**src/rtl/fir_out_collector.sv**
```systemverilog
// Output stage behind the FIR core: buffers the FIR AXI-Stream output in a small
// FIFO, re-presents it downstream, and checks frame length against tlast.
module fir_out_collector #(
    parameter int pDATA_WIDTH = 32,
    parameter int pDEPTH      = 8,
    parameter int pPTR_WIDTH  = 3
) (
    input  logic                   axis_clk,
    input  logic                   axis_rst_n,
    input  logic [31:0]            cfg_length,
    input  logic                   cfg_start,
    input  logic                   ss_tvalid,
    input  logic [pDATA_WIDTH-1:0] ss_tdata,
    input  logic                   ss_tlast,
    output logic                   ss_tready,
    output logic                   sm_tvalid,
    output logic [pDATA_WIDTH-1:0] sm_tdata,
    output logic                   sm_tlast,
    input  logic                   sm_tready,
    output logic                   busy,
    output logic                   done,
    output logic                   err_early_last,
    output logic                   err_missing_last,
    output logic [31:0]            sample_cnt,
    output logic [31:0]            checksum
);

    typedef enum logic [1:0] {IDLE, RUN, DRAIN} state_t;

    state_t                  state_q;
    logic [31:0]             len_q;
    logic [31:0]             sample_cnt_q;
    logic [31:0]             checksum_q;
    logic                    early_q;
    logic                    missing_q;
    logic                    done_q;

    logic [pDATA_WIDTH:0]    mem_q [pDEPTH];
    logic [pPTR_WIDTH-1:0]   wr_ptr_q;
    logic [pPTR_WIDTH-1:0]   rd_ptr_q;
    logic [pPTR_WIDTH:0]     count_q;
    logic [pPTR_WIDTH:0]     count_d;

    logic                    full;
    logic                    empty;
    logic                    accept;
    logic                    pop;
    logic                    frame_end;
    logic [31:0]             cnt_inc;
    logic [pDATA_WIDTH:0]    head;

    assign full      = (count_q == (pPTR_WIDTH+1)'(pDEPTH));
    assign empty     = (count_q == '0);
    assign ss_tready = (state_q == RUN) && !full;
    assign accept    = ss_tvalid && ss_tready;
    assign pop       = !empty && sm_tready;
    assign cnt_inc   = sample_cnt_q + 32'd1;
    assign frame_end = accept && (ss_tlast || (cnt_inc == len_q));

    // Head entry is gated so the data/last outputs read zero whenever nothing is valid.
    assign head      = mem_q[rd_ptr_q];
    assign sm_tvalid = !empty;
    assign sm_tdata  = empty ? '0 : head[pDATA_WIDTH-1:0];
    assign sm_tlast  = empty ? 1'b0 : head[pDATA_WIDTH];

    assign busy             = (state_q != IDLE);
    assign done             = done_q;
    assign err_early_last   = early_q;
    assign err_missing_last = missing_q;
    assign sample_cnt       = sample_cnt_q;
    assign checksum         = checksum_q;

    always_ff @(posedge axis_clk) begin
        if (accept) begin
            mem_q[wr_ptr_q] <= {frame_end, ss_tdata};
        end
    end

    always_comb begin
        count_d = count_q;
        case ({accept, pop})
            2'b10:   count_d = count_q + (pPTR_WIDTH+1)'(1);
            2'b01:   count_d = count_q - (pPTR_WIDTH+1)'(1);
            default: count_d = count_q;
        endcase
    end

    always_ff @(posedge axis_clk or negedge axis_rst_n) begin
        if (!axis_rst_n) begin
            wr_ptr_q <= '0;
            rd_ptr_q <= '0;
            count_q  <= '0;
        end else begin
            if (accept) wr_ptr_q <= wr_ptr_q + pPTR_WIDTH'(1);
            if (pop)    rd_ptr_q <= rd_ptr_q + pPTR_WIDTH'(1);
            count_q <= count_d;
        end
    end

    always_ff @(posedge axis_clk or negedge axis_rst_n) begin
        if (!axis_rst_n) begin
            state_q      <= IDLE;
            len_q        <= '0;
            sample_cnt_q <= '0;
            checksum_q   <= '0;
            early_q      <= 1'b0;
            missing_q    <= 1'b0;
            done_q       <= 1'b0;
        end else begin
            done_q <= 1'b0;
            case (state_q)
                IDLE: begin
                    if (cfg_start && (cfg_length != 32'd0)) begin
                        len_q        <= cfg_length;
                        sample_cnt_q <= '0;
                        checksum_q   <= '0;
                        early_q      <= 1'b0;
                        missing_q    <= 1'b0;
                        state_q      <= RUN;
                    end
                end
                RUN: begin
                    if (accept) begin
                        sample_cnt_q <= cnt_inc;
                        checksum_q   <= checksum_q + 32'($signed(ss_tdata));
                        if (frame_end) begin
                            if (ss_tlast && (cnt_inc != len_q))  early_q   <= 1'b1;
                            if (!ss_tlast && (cnt_inc == len_q)) missing_q <= 1'b1;
                            state_q <= DRAIN;
                        end
                    end
                end
                DRAIN: begin
                    // Nothing is pushed here, so popping the last entry empties the FIFO.
                    if (pop && (count_q == (pPTR_WIDTH+1)'(1))) begin
                        done_q  <= 1'b1;
                        state_q <= IDLE;
                    end
                end
                default: state_q <= IDLE;
            endcase
        end
    end

endmodule
```
**config.mk**
```make
export PLATFORM = sky130hd
export DESIGN_NAME = fir_out_collector
export DESIGN_NICKNAME = d
export VERILOG_FILES = /design/src/rtl/fir_out_collector.sv
export SDC_FILE = /design/constraint.sdc
export NUM_CORES = 1
export LEC_CHECK = 0
export BUFFER_PORTS_ARGS = -buffer_cell sky130_fd_sc_hd__clkbuf_2
export CAP_MARGIN = 20
export CORE_MARGIN = 2
export CORE_UTILIZATION = 39
export CTS_CLUSTER_SIZE = 10
export DETAILED_ROUTE_END_ITERATION = 10
export GPL_ROUTABILITY_DRIVEN = 0
export PLACE_DENSITY = 0.59
export SYNTH_ARGS = -nofsm -noshare
export SYNTH_HDL_FRONTEND = slang
export SYNTH_SLANG_ARGS = --single-unit
```
**constraint.sdc**
```tcl
create_clock -name axis_clk -period 5.2 [get_ports axis_clk]
set_input_delay 0.52 -clock axis_clk [delete_from_list [all_inputs] [get_ports axis_clk]]
set_output_delay 0.52 -clock axis_clk [all_outputs]
set_load 0.03 [all_outputs]
```
==> summary.md <==
| Metric | Value |
|---|---|
| Crit-path cells | `inv_1 -> ha_1 -> nand2_1 -> nor2_1 -> nor3b_1 -> and2_1 -> inv_2 -> buf_4 -> nor3_2 -> buf_4` |
| Hold_buf cts | `0` |
| Critical Path RT | `5.43 ns` |
| PortBufs | `172` |
| TritonCTS clock tree | `built` |
| HP Class | `in -> async` |
| Slew Limit Fails | `0` |
| Total Wirelength | `43.1 mm` |
| Antenna Cells | `0` |
| Period utilisation layout | `0.696` |
| Total power | `11.6 mW` |
| Number of synthesized flops with an enable pin | `264` |
| Worst-path clk slew | `0.06 ns` |
| Library cells used by synthesis | `65` |
| Post-CTS Resized | `0` |
| WL/cell | `21.0 um` |
| Pre-CTS WS | `1.55 ns` |
| Initial Utilization | `0.394` |
| Largest net degree at the start of global routing | `66` |
| Clock tree root driver cell | `clkbuf_16` |
| Maximum vdd drop | `0.259 mV` |
| CORE AREA | `44100 sq um` |
| Clk_skew | `0.0248 ns` |
| Mean post-synth cell area | `14.0 sq um` |
| Crit start category | `flip-flop` |
| Kind of critical path | `reg -> reg` |
| Final setup vio count | `0` |
| Max_slew headroom | `0.401` |
| Router iterations before antenna repair | `5` |
| Status | `finished clean` |
| First-pass GRT wire length | `66.9 mm` |
| Antenna violations before repair | `1` |
| Residual DRC count | `0` |
| Power Density | `572 nW/um^2` |
| Reg2Reg Setup Slack | `1.58 ns` |
| Skew-Pair Late Insertion Delay | `0.57 ns` |
| Via count | `11300` |
| Nets@finish | `1534` |
| Synth top area cells | `edfxtp_1, dfrtp_1, mux4_2, xnor2_1, ha_1` |
| Mapped cell area | `17400 sq um` |
| Ys flop type | `edfxtp_1` |
| Fin util | `0.461` |
| Tot GR Track Use | `0.187` |
| Slowest cell delay on critical path | `0.58 ns` |
| Final TNS setup | `0 ns` |
| Crit path DAT | `3.85 ns` |
| Vias in the first global route | `11300` |
| Worst-Margin Slew | `0.899 ns` |
| Layout area overhead | `16.9%` |
| Most common cell on crit path | `buf_4` |
| Fin worst setup slack | `1.58 ns` |
| Fmax | `0.276 GHz` |
| I/O pin total | `173` |
| Num CTS Buffers | `44` |
| RSZ-0062 raised after global routing | `no` |
| DP HPWL | `29.6 mm` |
| Horiz. Die Dim | `215 um` |
| Synth warnings | `0` |
| Syn_nets | `1355` |
| Fin crit period | `3.62 ns` |
| DRT iter0 DRCs | `830` |
| Top-area cell type share of the netlist area | `0.455` |
| Hold Fails Final Rpt | `0` |
| Worst path slowest cell | `and2_1` |
| Die ar. | `46300 sq um` |
| Routed Antenna Nets | `0` |
| # rows | `77` |
| Endpoint type of the worst setup path | `flip-flop` |
| Clock sink total | `375` |
| Max-cap viol count | `0` |
| Synth top cells by count | `edfxtp_1, dfrtp_1, o21ai_0` |
| Most common cell in the netlist | `edfxtp_1` |
| # Post-CTS Setup Buffers | `0` |
| Ratio of cells with drive above 1 in the final layout | `0.256` |
| Synth area leader | `edfxtp_1` |
| Post-synth ARST share | `0.296` |
| Die Ht | `215 um` |
| Critical Path Fanout Max | `45` |
| Vias per cell | `5.50` |
| Syn Inst Count | `1246` |
| Max clock buf depth | `3` |
| Pleak | `7.61 nW` |
| Seq/Total Area, Yosys | `0.615` |
| Htree depth | `2` |
| Total gr overflow | `0` |
| FF+latch count, synth | `375` |
worst max-delay path: cells and delay by family, from the launching register on:
| family | cells | cell delay (ns) |
|---|---|---|
| fa+ha+maj | 1 | 0.22 |
| flops | 1 | 0.42 |
| buf+inv | 4 | 1.30 |
| simple gates | 5 | 1.32 |
registers in the layout, summed over array words and instances (netlist names):
name              count
count_q               4
mem_q               264
rd_ptr_q              3
err_early_last        1
wr_ptr_q              3
checksum             32
err_missing_last      1
done                  1
sample_cnt           32
len_q                32
state_q               2
final cells by class:
| type | count | area [sq um] |
|---|---|---|
| Fill cell | 4040 | 23800 |
| Timing Repair Buffer | 197 | 1080 |
| Multi-Input combinational cell | 788 | 6440 |
| Sequential cell | 375 | 10700 |
| Clock inverter | 6 | 85.1 |
| Clock buffer | 74 | 1210 |
| Tap cell | 592 | 741 |
| Inverter | 19 | 71.3 |
worst paths after layout:
check,startpoint,endpoint,cells past startpoint
max,count_q[0],mem_q[3][27],10
min,axis_rst_n,len_q[10],1
max reg2reg,count_q[0],mem_q[3][27],10
min reg2reg,count_q[3],count_q[3],1
max in group asynchronous,axis_rst_n,checksum[24],2
min in group axis_clk,cfg_length[12],len_q[12],2
power breakdown:
group          total, mW  internal [mW]  switching [mW]  leakage (nW)
logic               4.57           1.85            2.72          3.20
clock network       2.82           1.64            1.18         0.621
registers           4.25           3.73           0.519          3.79
routing by layer:
metal,routed length [um],vias to the layer above,global-route usage,share of wire
li1,-,5168,-,-
met1,19200,5745,0.256,0.45
met2,20700,299,0.307,0.48
met3,2240,59,0.0331,0.052
met4,859,2,0.0549,0.020
met5,14,-,0,0.00033
placed cells by master, fill, tap and decap left out, types with 6 or more instances in the layout:
cell type	Yosys	routed
nor4_1	19	18
clkbuf_1	40	30
nor3b_1	8	6
or3_1	8	8
a21o_1	13	13
nor2_1	72	71
nand2b_1	9	9
o21a_1	6	6
nand2_1	85	85
a31oi_1	7	7
and2_1	6	6
nand3_1	24	24
a211oi_1	7	7
nor3_1	21	18
ha_1	38	38
inv_1	19	18
o21ai_0	91	91
mux4_2	66	66
and3_1	11	11
edfxtp_1	264	264
xor2_1	23	23
clkbuf_16	0	44
mux2i_1	36	36
nand4_1	17	17
dfrtp_1	111	108
a21oi_1	51	51
xnor2_1	55	55
mux2_2	33	33
clkbuf_2	1	171
o31ai_1	16	16
buf_4	6	24
kinds of logic after synthesis:
| family | count (synthesis) | synth area share |
|---|---|---|
| flops | 375 | 0.615 |
| mux | 135 | 0.127 |
| compound gates | 228 | 0.0795 |
| xor+xnor | 78 | 0.0392 |
| simple gates | 307 | 0.0901 |
| buf+inv | 83 | 0.0196 |
| fa+ha+maj | 40 | 0.0290 |
stage by stage:
| step | instance area, sq um | std cells | hold slack (ns) |
|---|---|---|---|
| 2_1_floorplan | 17400 | 1246 | 0.224 |
| 3_3_place_gp | 19000 | 1970 | 0.482 |
| 3_5_place_dp | 19000 | 1970 | 0.489 |
| 4_1_cts | 20300 | 2050 | 0.0807 |
| 5_1_grt | 20300 | 2051 | 0.130 |
| 6_report | 20300 | 2051 | 0.0672 |
(Power assumes the default switching activity.)
